===== src/rtl/video_timing_lp.sv =====
// video_timing_lp: byte-rate video timing generator with light-pen capture.
// A master-clock divider produces BYTE_EN; H/V counters drive registered
// sync / active-window / blanking decodes. A light-pen falling edge can be
// captured (one-shot or continuous) into latches read through a 4-register
// CPU window, with an optional low-active interrupt.
//
// CPU window: reads are combinational whenever PIN_CS=1 and PIN_RW=1
// (D_OE marks D_OUT as valid). A write is taken on the clock after PIN_E
// rises, using PIN_CS/PIN_RW/PIN_RS/D_IN sampled on that same clock.
module video_timing_lp #(
    parameter int unsigned CLK_DIV       = 16,
    parameter int unsigned HW            = 6,
    parameter int unsigned VW            = 9,
    parameter int unsigned H_TOTAL       = 64,
    parameter int unsigned H_ACT_START   = 12,
    parameter int unsigned H_ACT_LEN     = 40,
    parameter int unsigned H_SYNC_START  = 56,
    parameter int unsigned H_SYNC_LEN    = 5,
    parameter int unsigned H_BLK_START   = 54,
    parameter int unsigned H_BLK_LEN     = 10,
    parameter int unsigned V_TOTAL0      = 312,
    parameter int unsigned V_TOTAL1      = 263,
    parameter int unsigned V_ACT_START0  = 56,
    parameter int unsigned V_ACT_START1  = 31,
    parameter int unsigned V_ACT_LEN     = 200,
    parameter int unsigned V_SYNC_START0 = 290,
    parameter int unsigned V_SYNC_START1 = 245,
    parameter int unsigned V_SYNC_LEN    = 3,
    parameter int unsigned V_BLK_LEN     = 16
) (
    input  logic          PIN_H16,
    input  logic          PIN_SYCL,
    input  logic          PIN_MODE,
    input  logic          PIN_nCKLP,
    input  logic          PIN_CS,
    input  logic          PIN_RW,
    input  logic          PIN_E,
    input  logic [1:0]    PIN_RS,
    input  logic [7:0]    D_IN,
    output logic [7:0]    D_OUT,
    output logic          D_OE,
    output logic          PIN_SYNLT,
    output logic          PIN_nINILT,
    output logic          PIN_nSUPLT,
    output logic          PIN_nITLP,
    output logic          BYTE_EN,
    output logic [HW-1:0] HCNT,
    output logic [VW-1:0] VCNT
);

    // Divider is at least 4 bits wide so the sub-byte dot position always exists.
    localparam int unsigned DW = ($clog2(CLK_DIV) > 4) ? $clog2(CLK_DIV) : 4;

    logic [DW-1:0] div;
    logic          mode;
    logic          h_last;
    logic          v_last;
    logic [31:0]   v_total;
    logic [31:0]   v_act_start;
    logic [31:0]   v_sync_start;
    logic [31:0]   h32;
    logic [31:0]   v32;
    logic          hs, vs, ha, va, hb, vb;

    // Light-pen and CPU-side state
    logic          lp_s1, lp_s2, lp_s3;
    logic          lpe;
    logic          e_q;
    logic          e_rise;
    logic          capture;
    logic          wr_ctrl;
    logic [VW-1:0] lv;
    logic [HW-1:0] lh;
    logic [3:0]    ls;
    logic          lw;
    logic          flag;
    logic          arm;
    logic          cont;
    logic          iten;
    logic          unused_bits;

    function automatic logic in_range(input logic [31:0] val,
                                      input logic [31:0] start,
                                      input logic [31:0] len);
        return (val >= start) && (val < start + len);
    endfunction

    // Mode-dependent vertical geometry
    assign v_total      = mode ? V_TOTAL1      : V_TOTAL0;
    assign v_act_start  = mode ? V_ACT_START1  : V_ACT_START0;
    assign v_sync_start = mode ? V_SYNC_START1 : V_SYNC_START0;

    assign BYTE_EN = (div == DW'(CLK_DIV - 1));
    assign h_last  = (HCNT == HW'(H_TOTAL - 1));
    assign v_last  = (32'(VCNT) == v_total - 1);

    // Divider, H/V counters and the frame-boundary mode latch
    always_ff @(posedge PIN_H16 or posedge PIN_SYCL) begin
        if (PIN_SYCL) begin
            div  <= '0;
            HCNT <= '0;
            VCNT <= '0;
            mode <= 1'b0;
        end else if (BYTE_EN) begin
            div <= '0;
            if (h_last) begin
                HCNT <= '0;
                if (v_last) begin
                    VCNT <= '0;
                    mode <= PIN_MODE;
                end else begin
                    VCNT <= VCNT + VW'(1);
                end
            end else begin
                HCNT <= HCNT + HW'(1);
            end
        end else begin
            div <= div + DW'(1);
        end
    end

    // Range decodes from the current counter state
    assign h32 = 32'(HCNT);
    assign v32 = 32'(VCNT);
    assign hs  = in_range(h32, H_SYNC_START, H_SYNC_LEN);
    assign vs  = in_range(v32, v_sync_start, V_SYNC_LEN);
    assign ha  = in_range(h32, H_ACT_START, H_ACT_LEN);
    assign va  = in_range(v32, v_act_start, V_ACT_LEN);
    assign hb  = in_range(h32, H_BLK_START, H_BLK_LEN);
    assign vb  = in_range(v32, v_sync_start, V_BLK_LEN);

    // Registered video outputs, one clock behind the counters
    always_ff @(posedge PIN_H16 or posedge PIN_SYCL) begin
        if (PIN_SYCL) begin
            PIN_SYNLT  <= 1'b1;
            PIN_nINILT <= 1'b1;
            PIN_nSUPLT <= 1'b1;
            PIN_nITLP  <= 1'b1;
        end else begin
            PIN_SYNLT  <= ~(hs ^ vs);
            PIN_nINILT <= ~(ha & va);
            PIN_nSUPLT <= ~(hb | vb);
            PIN_nITLP  <= ~(flag & iten);
        end
    end

    // Falling edge of the synchronised pen input and rising edge of PIN_E
    assign lpe     = lp_s3 & ~lp_s2;
    assign e_rise  = PIN_E & ~e_q;
    assign capture = lpe & arm;
    assign wr_ctrl = e_rise & PIN_CS & ~PIN_RW & (PIN_RS == 2'd3);

    // Pen synchroniser, capture latches and control register; the write is
    // applied after the capture so a same-cycle ARM write survives a
    // one-shot capture, while a capture beats a same-cycle FLAG clear.
    always_ff @(posedge PIN_H16 or posedge PIN_SYCL) begin
        if (PIN_SYCL) begin
            lp_s1 <= 1'b0;
            lp_s2 <= 1'b0;
            lp_s3 <= 1'b0;
            e_q   <= 1'b0;
            lv    <= '0;
            lh    <= '0;
            ls    <= '0;
            lw    <= 1'b0;
            flag  <= 1'b0;
            arm   <= 1'b0;
            cont  <= 1'b0;
            iten  <= 1'b0;
        end else begin
            lp_s1 <= PIN_nCKLP;
            lp_s2 <= lp_s1;
            lp_s3 <= lp_s2;
            e_q   <= PIN_E;
            if (capture) begin
                lv   <= VCNT;
                lh   <= HCNT;
                ls   <= div[3:0];
                lw   <= ~PIN_nINILT;
                flag <= 1'b1;
                if (!cont) begin
                    arm <= 1'b0;
                end
            end
            if (wr_ctrl) begin
                iten <= D_IN[0];
                cont <= D_IN[2];
                if (D_IN[1]) begin
                    arm <= 1'b1;
                end
                if (D_IN[7] && !capture) begin
                    flag <= 1'b0;
                end
            end
        end
    end

    // Combinational register read mux
    always_comb begin
        D_OUT = 8'h00;
        case (PIN_RS)
            2'd0:    D_OUT = 8'(lv);
            2'd1:    D_OUT = 8'(lv >> 8);
            2'd2:    D_OUT = 8'(lh);
            default: D_OUT = {flag, arm, lw, mode, ls};
        endcase
    end

    assign D_OE        = PIN_CS & PIN_RW;
    assign unused_bits = ^D_IN[6:3];

endmodule


===== config.mk =====
export PLATFORM = sky130hd
export DESIGN_NAME = video_timing_lp
export DESIGN_NICKNAME = d
export VERILOG_FILES = /design/src/rtl/video_timing_lp.sv
export SDC_FILE = /design/constraint.sdc
export NUM_CORES = 1
export LEC_CHECK = 0
export CORE_MARGIN = 2
export CORE_UTILIZATION = 25
export DETAILED_ROUTE_END_ITERATION = 10
export HOLD_SLACK_MARGIN = 0.08
export SETUP_SLACK_MARGIN = 0.3
export SYNTH_ARGS = -nofsm -noshare
export SYNTH_HDL_FRONTEND = slang
export SYNTH_SLANG_ARGS = --single-unit
export TNS_END_PERCENT = 100

===== constraint.sdc =====
create_clock -name PIN_H16 -period 2.35 [get_ports PIN_H16]
set_clock_uncertainty 0.1 [all_clocks]
set_input_delay 0.47 -clock PIN_H16 [delete_from_list [all_inputs] [get_ports PIN_H16]]
set_output_delay 0.47 -clock PIN_H16 [all_outputs]
set_load 0.03 [all_outputs]

==> metrics.md, run 1 <==
| Metric | Value |
|---|---|
| Slew of the pin with the lowest slew margin | `between 0.4 and 0.5 ns` |
| Synth Register Bits | `between 50 and 60` |
| Worst hold path class | `reg -> reg` |
| Mapped Area | `between 0.002 and 0.003 mm^2` |
| FF+latch area | `0.00131 mm^2` |
| Post-layout util | `35.4%` |
| Cell breakdown of the critical path | `clkinvlp_4 > buf_12 > buf_6 > ha_4 > nor3b_2 > and4_4 > buf_6 > nor2_4 > mux2_2` |
| Fraction of the mapped netlist area in compound gates | `roughly 12%` |
| Final worst slack | `roughly 0.30 ns` |
| R2R depth | `9` |
| Detailed Routing Iterations Pass 1 | `5` |
| Post-synth EDFFs | `0` |
| Pwr Total | `approximately 1.7 mW` |
| Core Area | `0.0104 mm^2` |
| GPL Wtd Cong | `approximately 0.8` |
| CP max stage delay | `roughly 0.40 ns` |
| Fmax | `~0.49 GHz` |
| Dpl cell area | `about 0.0034 mm^2` |
| Slew margin rel. | `69.7%` |
| Seq/Total Area, Yosys | `about half` |
| PortBufs | `roughly 40` |
| # setup viols final | `0` |
| Row count | `37` |
| Hold slack | `roughly 0.25 ns` |
| Asr flop ratio synth | `between 90% and 100%` |
| Largest area contributor in the netlist | `dfrtp_1` |
| Routed length per instance | `14.8 um` |
| Area of the multi-input gates | `about 0.0015 mm^2` |
| Max-cap violation count | `0` |
| CTS Sinks | `52` |
| Largest net degree at the start of global routing | `53` |
| CP Class | `reg -> reg` |
| GRT Total Usage | `approximately an eighth` |
| Routed vias/inst | `4.62` |
| RSZ-0062 raised after global routing | `yes` |
| Final wirelength | `between 6000 and 7000 um` |
| Mux contribution to synthesized area | `about 9.9%` |
| Crit. path cell count | `9` |
| Drt initial violations | `approximately 180` |
| Hold_buf cts | `0` |
| Die X | `approximately 110 um` |
| Initial Util | `between 20% and 30%` |
| Tcrit/Tclk final | `87.2%` |
| CTS tree | `done` |
| Crit path top cell by count | `buf_6` |
| Avg Cell Area, Syn | `around 11 um^2` |
| Top cell type's share of synthesized area | `approximately 44%` |
| N_diodes | `0` |
| Layout cells sized above 1 | `between 20% and 30%` |
| Post-route non-filler standard cell count | `~450` |
| Initial antenna violation count | `0` |
| Longest Clk Path Bufs | `2` |
| Adder-cell share of the synthesized area | `around 9%` |
| # fillers | `1061` |
| Clock transition at the registers of the reported paths | `approximately 0.09 ns` |
| YS warnings | `0` |
| DRC | `0` |
| Area growth from synthesis to layout | `36.5%` |
| Crit path buffers/inverters | `4` |
| Critical Path Sink Type | `flip-flop` |
| Gr ovfl total | `0` |
| DP Worst Slack | `0.0144 ns` |
| Power per cell area | `around 460 mW/mm^2` |
| Min Tclk post-route | `2.05 ns` |
| Final Cell Area | `~0.0037 mm^2` |
| H-tree Lvls | `2` |
| Setup TNS | `0 ns` |
| P_leak | `between 1.5 and 2 nW` |
| Main area contributors after synthesis | `dfrtp_1 (44%), ha_1 (8.8%), mux2_2 (6.7%)` |
| Post-route ant nets | `0` |
| Combinational family with the most area after synthesis | `simple AND/OR/NAND/NOR gates` |
| CP top delay family | `buffers and inverters` |
| Final Hold Fails | `0` |
| Clock root buffer | `clkbuf_8` |
| Final #Nets | `around 350` |
| Simple-Gate Fraction of Synth Area | `14.9%` |
| Syn nets | `about 290` |
| XOR/XNOR Fraction of Synth Area | `~2.6%` |
| Hold Path Stages | `0` |
| IO Pins | `46` |
| Post-Synthesis Cells | `roughly 250` |
| Synth Flop Type | `dfrtp_1` |
| Die Area | `between 0.01 and 0.015 mm^2` |
| Fin. max-slew vios | `0` |
| Vias in the first global route | `about 2200` |
| Die Y | `~110 um` |
| Yosys cell types | `48` |
| CP required | `roughly 2.5 ns` |
| Peak supply drop | `roughly 0.21 mV` |
| Critical path arrival | `between 2 and 2.5 ns` |
| Worst Setup Start Kind | `flip-flop` |
| CTS Buf Count | `5` |
| Worst-skew pair later-pin latency | `about 0.32 ns` |
| Post-DP HPWL | `between 4000 and 5000 um` |
| Via count | `around 2100` |
| Slowest-stage cell, CP | `dfrtp_2` |
| Status | `finished, final reports clean` |
| Critical Path Fanout Max | `8` |
| Post-placement cell count | `about 440` |
| First-pass GRT wire length | `10700 um` |
-- cell type report --
cell class                 count  share of cell area, %
clock buffer                   6                   2.24
clock inverter                 2                  0.407
inverter                      12                   1.32
multi-input combinational    179                   39.8
sequential                    52                   35.5
tap                          136                   4.61
timing repair buffer          66                   16.1
-- cell families (layout without fill, tap and decap cells) --
logic type / Yosys count / in the layout
simple gates: 77 / 77
compound gates: 52 / 52
flops: 52 / 52
mux: 23 / 23
buf+inv: 21 / 86
fa+ha+maj: 19 / 19
xor+xnor: 8 / 8
-- power by group --
part / total, mW / switching (mW) / internal (mW)
Clock: 0.547 / 0.308 / 0.239
Sequential: 0.953 / 0.0188 / 0.934
Combinational: 0.195 / 0.101 / 0.0946
-- flip-flops by register name (all words and copies together) (netlist names) --
| name | count |
|---|---|
| VCNT | 9 |
| lv | 9 |
| HCNT | 6 |
| lh | 6 |
| div | 4 |
| ls | 4 |
| PIN_SYNLT | 1 |
| PIN_nINILT | 1 |
| PIN_nITLP | 1 |
| PIN_nSUPLT | 1 |
| arm | 1 |
| cont | 1 |
| e_q | 1 |
| flag | 1 |
| iten | 1 |
| lp_s1 | 1 |
| lp_s2 | 1 |
| lp_s3 | 1 |
| lw | 1 |
| mode | 1 |
-- layout by cell type, fill, tap and decap left out, types with 4 or more instances in the layout --
cell,instances
a21oi_1,5
a22o_1,4
buf_4,27
buf_6,4
clkbuf_8,6
clkdlybuf4s50_1,12
dfrtp_1,46
dfstp_2,4
dlygate4sd2_1,16
ha_1,11
ha_4,7
inv_1,10
mux2_2,16
mux2i_1,5
nand2_1,30
nand3_1,5
nor2_1,17
o21ai_0,23
o21ai_1,4
xnor2_1,5
-- worst register-to-register path, delay by kind of cell, from the launching register on --
family | cells | cell delay [ns]
buffers and inverters | 4 | 0.49
and+or+nand+nor | 3 | 0.46
DFF | 1 | 0.40
muxes | 1 | 0.27
adders and majority gates | 1 | 0.23
-- path summary, 6_finish.rpt --
path                                         to             start  slack [ns]
setup / recovery            VCNT[0]$_DFFE_PP0P_  mode$_DFFE_PP0P_        0.30
hold / removal                  lp_s2$_DFF_PP0_   lp_s1$_DFF_PP0_        0.25
setup reg to reg            VCNT[0]$_DFFE_PP0P_  mode$_DFFE_PP0P_        0.30
hold reg to reg                 lp_s2$_DFF_PP0_   lp_s1$_DFF_PP0_        0.25
max in group asynchronous  PIN_nSUPLT$_DFF_PP1_          PIN_SYCL        1.44
min in group asynchronous        flag$_DFF_PP0_          PIN_SYCL        0.42
-- timing repair --
action	CTS	global route
pin swaps	0	13
cloned	0	0
resized for setup	28	26
buffers inserted	4	3
setup endpoints to repair	34	25
-- metal layers --
layer  track usage (%)  share of wire [%]
met1              16.0                 47
met2              18.3                 45
met3              3.19                6.4
met4              4.58                1.9
met5                 0                  0
-- Yosys cell counts (all sizes together), types with 3 or more instances --
master,count
a21oi,6
a22o,4
and2,3
buf,6
clkbuf,3
dfrtp,48
dfstp,4
ha,19
inv,12
mux2,17
mux2i,5
nand2,30
nand3,7
nor2,18
nor3b,3
o21ai,27
xnor2,6
No activity file was read; power rests on OpenSTA's default activity.
==> run 2: changes to the inputs <==
--- a/config.mk
+++ b/config.mk
@@ -7,6 +7,7 @@
 export LEC_CHECK = 0
 export CORE_MARGIN = 2
 export CORE_UTILIZATION = 25
+export CTS_CLUSTER_DIAMETER = 60
 export DETAILED_ROUTE_END_ITERATION = 10
 export HOLD_SLACK_MARGIN = 0.08
 export SETUP_SLACK_MARGIN = 0.3
==> results of run 2 <==
Final layout, timing and power as in run 1 (identical DEF).
